[config.mk]
export PLATFORM = sky130hd
export DESIGN_NAME = exu_phase_ctrl
export DESIGN_NICKNAME = d
export VERILOG_FILES = /design/src/rtl/exu_phase_ctrl.sv
export SDC_FILE = /design/constraint.sdc
export NUM_CORES = 1
export LEC_CHECK = 0
export CORE_UTILIZATION = 51
export CTS_CLUSTER_DIAMETER = 80
export DETAILED_ROUTE_END_ITERATION = 8
export GPL_TIMING_DRIVEN = 0
export PLACE_DENSITY = 0.88
export SLEW_MARGIN = 40
export SYNTH_ARGS = -nofsm -noshare
export SYNTH_HDL_FRONTEND = slang
export SYNTH_SLANG_ARGS = --single-unit
[constraint.sdc]
create_clock -name clk -period 2.5 [get_ports clk]
set_input_delay 0.5 -clock clk [delete_from_list [all_inputs] [get_ports clk]]
set_output_delay 0.5 -clock clk [all_outputs]
set_load 0.03 [all_outputs]
[src/rtl/exu_phase_ctrl.sv]
// -----------------------------------------------------------------------------
// exu_phase_ctrl
//
// Multi-cycle phase sequencer for the execute unit. Accepts one decoded
// instruction at a time and steps the execute unit's phase-select through
// read rs1, read rs2, memory access, writeback, PC writeback and release.
// The memory phase is stretched until mem_ack. The core stops permanently
// (until rst) on ebreak, an unknown instruction (halt), or a memory timeout.
//
// Parameters:
//   MEM_TIMEOUT  max MWAIT cycles before a timeout stop (1..255)
//   CNT_W        performance counter width (only used with the perf option)
//
// Ports:
//   clk          core clock, rising edge
//   rst          synchronous active-high reset
//   inst_valid   decode stage presents an instruction
//   inst_ready   controller can accept an instruction (high only in IDLE)
//   inst_is_mem  instruction is a load/store, sampled on accept
//   exu_en[2:0]  phase select to the execute unit
//   mem_ack      memory access complete
//   halt         execute unit flag: unknown instruction
//   ebreak       execute unit flag: program exit
//   retire       one-cycle pulse per completed instruction
//   stopped      core stopped, sticky until rst
//   stop_cause   00 none, 01 ebreak, 10 halt, 11 memory timeout
//   dbg_state    current FSM state, for debug and checker binding
//   cycle_cnt    (perf option) cycles spent outside IDLE and STOP
//   inst_cnt     (perf option) retired instructions
//
// Optional feature: define EXU_PHASE_CTRL_PERF_EN to add the cycle_cnt and
// inst_cnt performance counters. Without it those ports do not exist.
//
// Handshake: an instruction transfers on a rising edge where inst_valid and
// inst_ready are both high. inst_ready is high only while IDLE, so the
// decode stage may raise or drop inst_valid freely while the controller is
// busy; nothing is sampled until the controller is back in IDLE.
// -----------------------------------------------------------------------------
module exu_phase_ctrl #(
  parameter int unsigned MEM_TIMEOUT = 16,
  parameter int unsigned CNT_W       = 32
) (
  input  logic             clk,
  input  logic             rst,
  input  logic             inst_valid,
  output logic             inst_ready,
  input  logic             inst_is_mem,
  output logic [2:0]       exu_en,
  input  logic             mem_ack,
  input  logic             halt,
  input  logic             ebreak,
  output logic             retire,
  output logic             stopped,
  output logic [1:0]       stop_cause,
  output logic [3:0]       dbg_state
`ifdef EXU_PHASE_CTRL_PERF_EN
  ,
  output logic [CNT_W-1:0] cycle_cnt,
  output logic [CNT_W-1:0] inst_cnt
`endif
);

  // Elaboration-time parameter sanity checks.
  if (MEM_TIMEOUT < 1 || MEM_TIMEOUT > 255) begin : g_bad_timeout
    $error("exu_phase_ctrl: MEM_TIMEOUT must be in 1..255");
  end
  if (CNT_W < 1) begin : g_bad_cnt_w
    $error("exu_phase_ctrl: CNT_W must be at least 1");
  end

  typedef enum logic [3:0] {
    S_IDLE  = 4'd0,
    S_P0    = 4'd1,
    S_P1    = 4'd2,
    S_P2    = 4'd3,
    S_MWAIT = 4'd4,
    S_P3    = 4'd5,
    S_P4    = 4'd6,
    S_REL   = 4'd7,
    S_STOP  = 4'd8
  } state_t;

  localparam logic [1:0] CAUSE_NONE    = 2'b00;
  localparam logic [1:0] CAUSE_EBREAK  = 2'b01;
  localparam logic [1:0] CAUSE_HALT    = 2'b10;
  localparam logic [1:0] CAUSE_TIMEOUT = 2'b11;

  // Last wait-counter value before the timeout fires.
  localparam logic [7:0] WAIT_LAST = 8'(MEM_TIMEOUT - 1);

  state_t     state_q, state_d;
  logic       is_mem_q, is_mem_d;
  logic [7:0] wait_q, wait_d;
  logic [1:0] cause_d;

  // Phase select for a given state. MWAIT re-issues the memory phase; the
  // execute unit treats the repeat as idempotent.
  function automatic logic [2:0] phase_sel(input state_t s);
    logic [2:0] sel;
    sel = 3'b111;
    case (s)
      S_P0:    sel = 3'b000;
      S_P1:    sel = 3'b001;
      S_P2:    sel = 3'b010;
      S_MWAIT: sel = 3'b010;
      S_P3:    sel = 3'b011;
      S_P4:    sel = 3'b100;
      default: sel = 3'b111;
    endcase
    return sel;
  endfunction

  // Next-state logic.
  always_comb begin
    state_d  = state_q;
    is_mem_d = is_mem_q;
    wait_d   = wait_q;
    cause_d  = stop_cause;
    unique case (state_q)
      S_IDLE: begin
        if (inst_valid && inst_ready) begin
          is_mem_d = inst_is_mem;
          state_d  = S_P0;
        end
      end
      S_P0: state_d = S_P1;
      S_P1: state_d = S_P2;
      S_P2: begin
        if (!is_mem_q || mem_ack) begin
          state_d = S_P3;
        end else begin
          wait_d  = 8'd0;
          state_d = S_MWAIT;
        end
      end
      S_MWAIT: begin
        // An ack on the final allowed cycle still wins over the timeout.
        if (mem_ack) begin
          state_d = S_P3;
        end else if (wait_q == WAIT_LAST) begin
          cause_d = CAUSE_TIMEOUT;
          state_d = S_STOP;
        end else begin
          wait_d = wait_q + 8'd1;
        end
      end
      S_P3: state_d = S_P4;
      S_P4: begin
        // Flags are produced by the execute unit on the edge ending P3.
        if (ebreak) begin
          cause_d = CAUSE_EBREAK;
          state_d = S_STOP;
        end else if (halt) begin
          cause_d = CAUSE_HALT;
          state_d = S_STOP;
        end else begin
          state_d = S_REL;
        end
      end
      S_REL:  state_d = S_IDLE;
      S_STOP: state_d = S_STOP;
      default: begin
        state_d = S_IDLE;
        cause_d = CAUSE_NONE;
      end
    endcase
  end

  // State register. Outputs are registered from the next state so that
  // they line up with the state they describe on every cycle.
  always_ff @(posedge clk) begin
    if (rst) begin
      state_q    <= S_IDLE;
      is_mem_q   <= 1'b0;
      wait_q     <= 8'd0;
      exu_en     <= 3'b111;
      inst_ready <= 1'b1;
      retire     <= 1'b0;
      stopped    <= 1'b0;
      stop_cause <= CAUSE_NONE;
    end else begin
      state_q    <= state_d;
      is_mem_q   <= is_mem_d;
      wait_q     <= wait_d;
      exu_en     <= phase_sel(state_d);
      inst_ready <= (state_d == S_IDLE);
      retire     <= (state_d == S_REL);
      stopped    <= (state_d == S_STOP);
      stop_cause <= cause_d;
    end
  end

  assign dbg_state = state_q;

`ifdef EXU_PHASE_CTRL_PERF_EN
  // Counters freeze in STOP because the busy condition excludes STOP and
  // retire can never be high there.
  always_ff @(posedge clk) begin
    if (rst) begin
      cycle_cnt <= '0;
      inst_cnt  <= '0;
    end else begin
      if (state_q != S_IDLE && state_q != S_STOP) begin
        cycle_cnt <= cycle_cnt + CNT_W'(1);
      end
      if (retire) begin
        inst_cnt <= inst_cnt + CNT_W'(1);
      end
    end
  end
`endif

endmodule
==> results.py <==
metrics = {
    "cells_and_area": {
        "multi_input_area_um2": 643,
        "fin_util_pct": 67.6,
        "syn2layout_area_growth_pct": 21.6,
        "drive_above_1_share_pct": 12.6,
        "num_antenna_cells": 0,
        "nets": 160,
        "fillers": 161,
        "seq_area_um2": 420,
    },
    "power_and_ir_drop": {
        "p_sw_share_pct": 39.8,
        "internal_power_mw": 0.631,
        "powerDensity_nw_per_um2": 774,
        "seq_power_share_pct": 37.8,
        "p_leak_nw": 0.465,
        "peakVddDrop_mv": 0.574,
        "combPwrFrac_pct": 46.1,
        "power_switching_mw": 0.417,
        "p_clk_share_pct": 16.1,
        "totalPowerFinal_mw": 1.05,
    },
    "logic_synthesis": {
        "yosys-top-cells-area": "dfxtp_1 (38%), nor2_1 (4.4%), o31ai_1 (3.4%)",
        "synth_edf_count": 0,
        "yosys.area.top_type": "dfxtp_1",
        "async_flop_share_pct": 0,
        "yosysWarnings": 0,
        "synth_cells": 129,
        "ys_seq_area_share_pct": 37.8,
        "syn_area_um2": 1110,
        "synthFlopType": "dfxtp_1",
        "yosys_register_bits": 21,
        "synth.top_cell.area_share_pct": 37.8,
        "avgSynthCellArea_um2": 8.63,
        "yosys-top-cells-count": "dfxtp_1 (21), nor2_1 (13), nand2_1 (9)",
        "yosysMostFrequentCell": "dfxtp_1",
        "ys_types": 46,
        "syn-num-nets": 137,
    },
    "routing": {
        "vias": 1080,
        "dr.pass1.iters": 4,
        "drc_errors": 0,
        "avgViaCountPerCell": 6.07,
        "drtAntennaViolNets": 0,
        "drt_iter0_markers": 34,
        "routedWlPerCell_um": 13.5,
        "wl_mm": 2.41,
    },
    "placement": {
        "dp_hpwl_mm": 1.78,
        "gp_congestion": 0.819,
        "port_buffers": 18,
    },
    "clock_tree": {
        "cts-resized-gates": 0,
        "cts.clk_slew.worst_paths_ns": 0.11,
        "insertion_delay_ns": 0.32,
        "clockBufferDepth": 2,
        "cts_buffers": 3,
        "cts_tree": "yes",
        "clock-sinks": 21,
        "htreeDepth": 1,
        "cts-root-buf": "clkbuf_4",
        "ctsHoldBuffers": 0,
        "post_cts_buffers": 0,
    },
    "critical_path": {
        "crit_required_ns": 2.70,
        "crit_type": "in -> reg",
        "start_kind": "primary input",
        "path_max_fanout": 7,
        "crit_family": "buffers and inverters",
        "cp.depth": 7,
        "worst_path_largest_cell_delay_ns": 0.57,
        "crit_chain": "clkdlybuf4s50_1, o21a_1, nor3_1, or4_1, buf_2, o311ai_0, o31ai_1",
        "critPathArrivalTime_ns": 2.47,
        "worstRegToRegCells": 6,
        "worst-path-buf-inv": 2,
        "critical_path.slowest_cell": "clkdlybuf4s50_1",
        "cp-end-kind": "register",
    },
    "timing": {
        "rsz0062_at_grt": "no",
        "post-route-period-util_pct": 90.6,
        "tightest_slew_ns": 0.539,
        "drv_slew": 0,
        "setup_viol": 0,
        "fmax_ghz": 0.442,
        "finalHoldViolCount": 0,
        "period_minus_slack_ns": 2.26,
        "relSlewSlack_pct": 64.0,
        "fin_skew_ns": 0.00400,
    },
    "grt": {
        "grt_overflow": 0,
        "grt_max_degree": 12,
        "grt_pass1_wl_mm": 4.13,
        "antenna_found_initial": 0,
        "grt_pass1_vias": 937,
        "track_usage_pct": 22.0,
    },
    "outcome": {
        "status": "complete, no violations",
    },
    "die": {
        "core_area_um2": 2000,
        "num_rows": 16,
        "pin_count": 19,
        "die_w_um": 48.7,
        "die_h_um": 48.7,
        "start_util_pct": 55.6,
        "dieArea_um2": 2370,
    },
    "worst_hold_path": {
        "hold_depth": 1,
        "hp-class": "reg -> reg",
    },
    "job": {
        "maxCapViolCount": 0,
    },
}
[final timing paths]
| path | slack (ns) | endpoint | from |
|---|---|---|---|
| max | 0.24 | wait_q[7]$_SDFFE_PP0P_ | ebreak |
| min | 0.47 | wait_q[7]$_SDFFE_PP0P_ | wait_q[7]$_SDFFE_PP0P_ |
| max reg2reg | 0.37 | wait_q[6]$_SDFFE_PP0P_ | dbg_state[2]$_SDFF_PP0_ |
| min reg2reg | 0.47 | wait_q[7]$_SDFFE_PP0P_ | wait_q[7]$_SDFFE_PP0P_ |
[power groups by stage]
stage / clock network, mW / registers, mW / logic [mW]
2_1_floorplan: 0 / 0.481 / 0.256
3_3_place_gp: 0 / 0.402 / 0.468
3_5_place_dp: 0 / 0.404 / 0.477
4_1_cts: 0.168 / 0.397 / 0.479
5_1_grt: 0.177 / 0.402 / 0.521
6_report: 0.169 / 0.396 / 0.483
[cell usage in the layout (no fill, tap or decap), types with 2 or more instances in the layout]
master and n:
a21oi_1 3, a31o_2 2, a31oi_1 2, and2_1 3, buf_2 4, clkbuf_1 3, clkbuf_4 3, clkdlybuf4s50_1 18
dfxtp_1 21, inv_1 4, mux2i_1 2, nand2_1 9, nand2b_1 3, nand3_1 5, nand4bb_1 2, nor2_1 13
nor2b_1 2, nor3_1 5, o211ai_1 2, o21ai_0 5, o22ai_1 2, o311ai_0 3, o311ai_1 2, o31ai_1 5
or3_1 4, xnor2_1 2
[through the flow]
| step | worst slack [ns] | std cells | hold WS [ns] | TNS (ns) | cell area, µm² |
|---|---|---|---|---|---|
| floorplan | 0.389 | 129 | 0.435 | 0 | 1110 |
| global placement | -0.0314 | 174 | 0.456 | -0.0672 | 1330 |
| detailed placement | -0.0778 | 174 | 0.457 | -0.172 | 1330 |
| CTS | 0.256 | 178 | 0.473 | 0 | 1350 |
| global route | 0.0771 | 178 | 0.509 | 0 | 1350 |
| finish | 0.236 | 178 | 0.472 | 0 | 1350 |
[cells by family (layout without fill, tap and decap cells)]
| logic type | after synthesis | after routing | share of synthesized area (%) |
|---|---|---|---|
| AOI/OAI and AO/OA | 36 | 36 | 24.8 |
| xor gates and xnor gates | 2 | 2 | 1.57 |
| adders and majority gates | 1 | 1 | 1.12 |
| buffers and inverters | 11 | 33 | 4.49 |
| DFF | 21 | 21 | 37.8 |
| muxes | 2 | 2 | 1.80 |
| and+or+nand+nor | 56 | 56 | 28.4 |
[cell type report]
class | count | share of cell area [%]
buffer | 7 | 2.59
clock buffer | 4 | 1.94
inverter | 4 | 1.11
multi-input combinational | 97 | 47.5
sequential | 21 | 31.1
tap | 27 | 2.50
timing repair buffer | 18 | 13.3
[layer usage]
| layer | up-vias | wire length, µm | part of all wire, % | GRT usage (%) |
|---|---|---|---|---|
| met4 | 0 | 21 | 0.87 | 7.35 |
| met2 | 45 | 1090 | 45 | 35.9 |
| met1 | 500 | 1130 | 47 | 29.5 |
| met3 | 3 | 165 | 6.8 | 3.46 |
| li1 | 532 | - | - | - |
| met5 | - | 0 | 0 | 0 |
[state kept, by name, summed over array words and instances, names as in the netlist]
register / flops
dbg_state: 4
is_mem_q: 1
retire: 1
stop_cause: 2
exu_en: 3
inst_ready: 1
stopped: 1
wait_q: 8
Power figures use the tool's default switching activity.
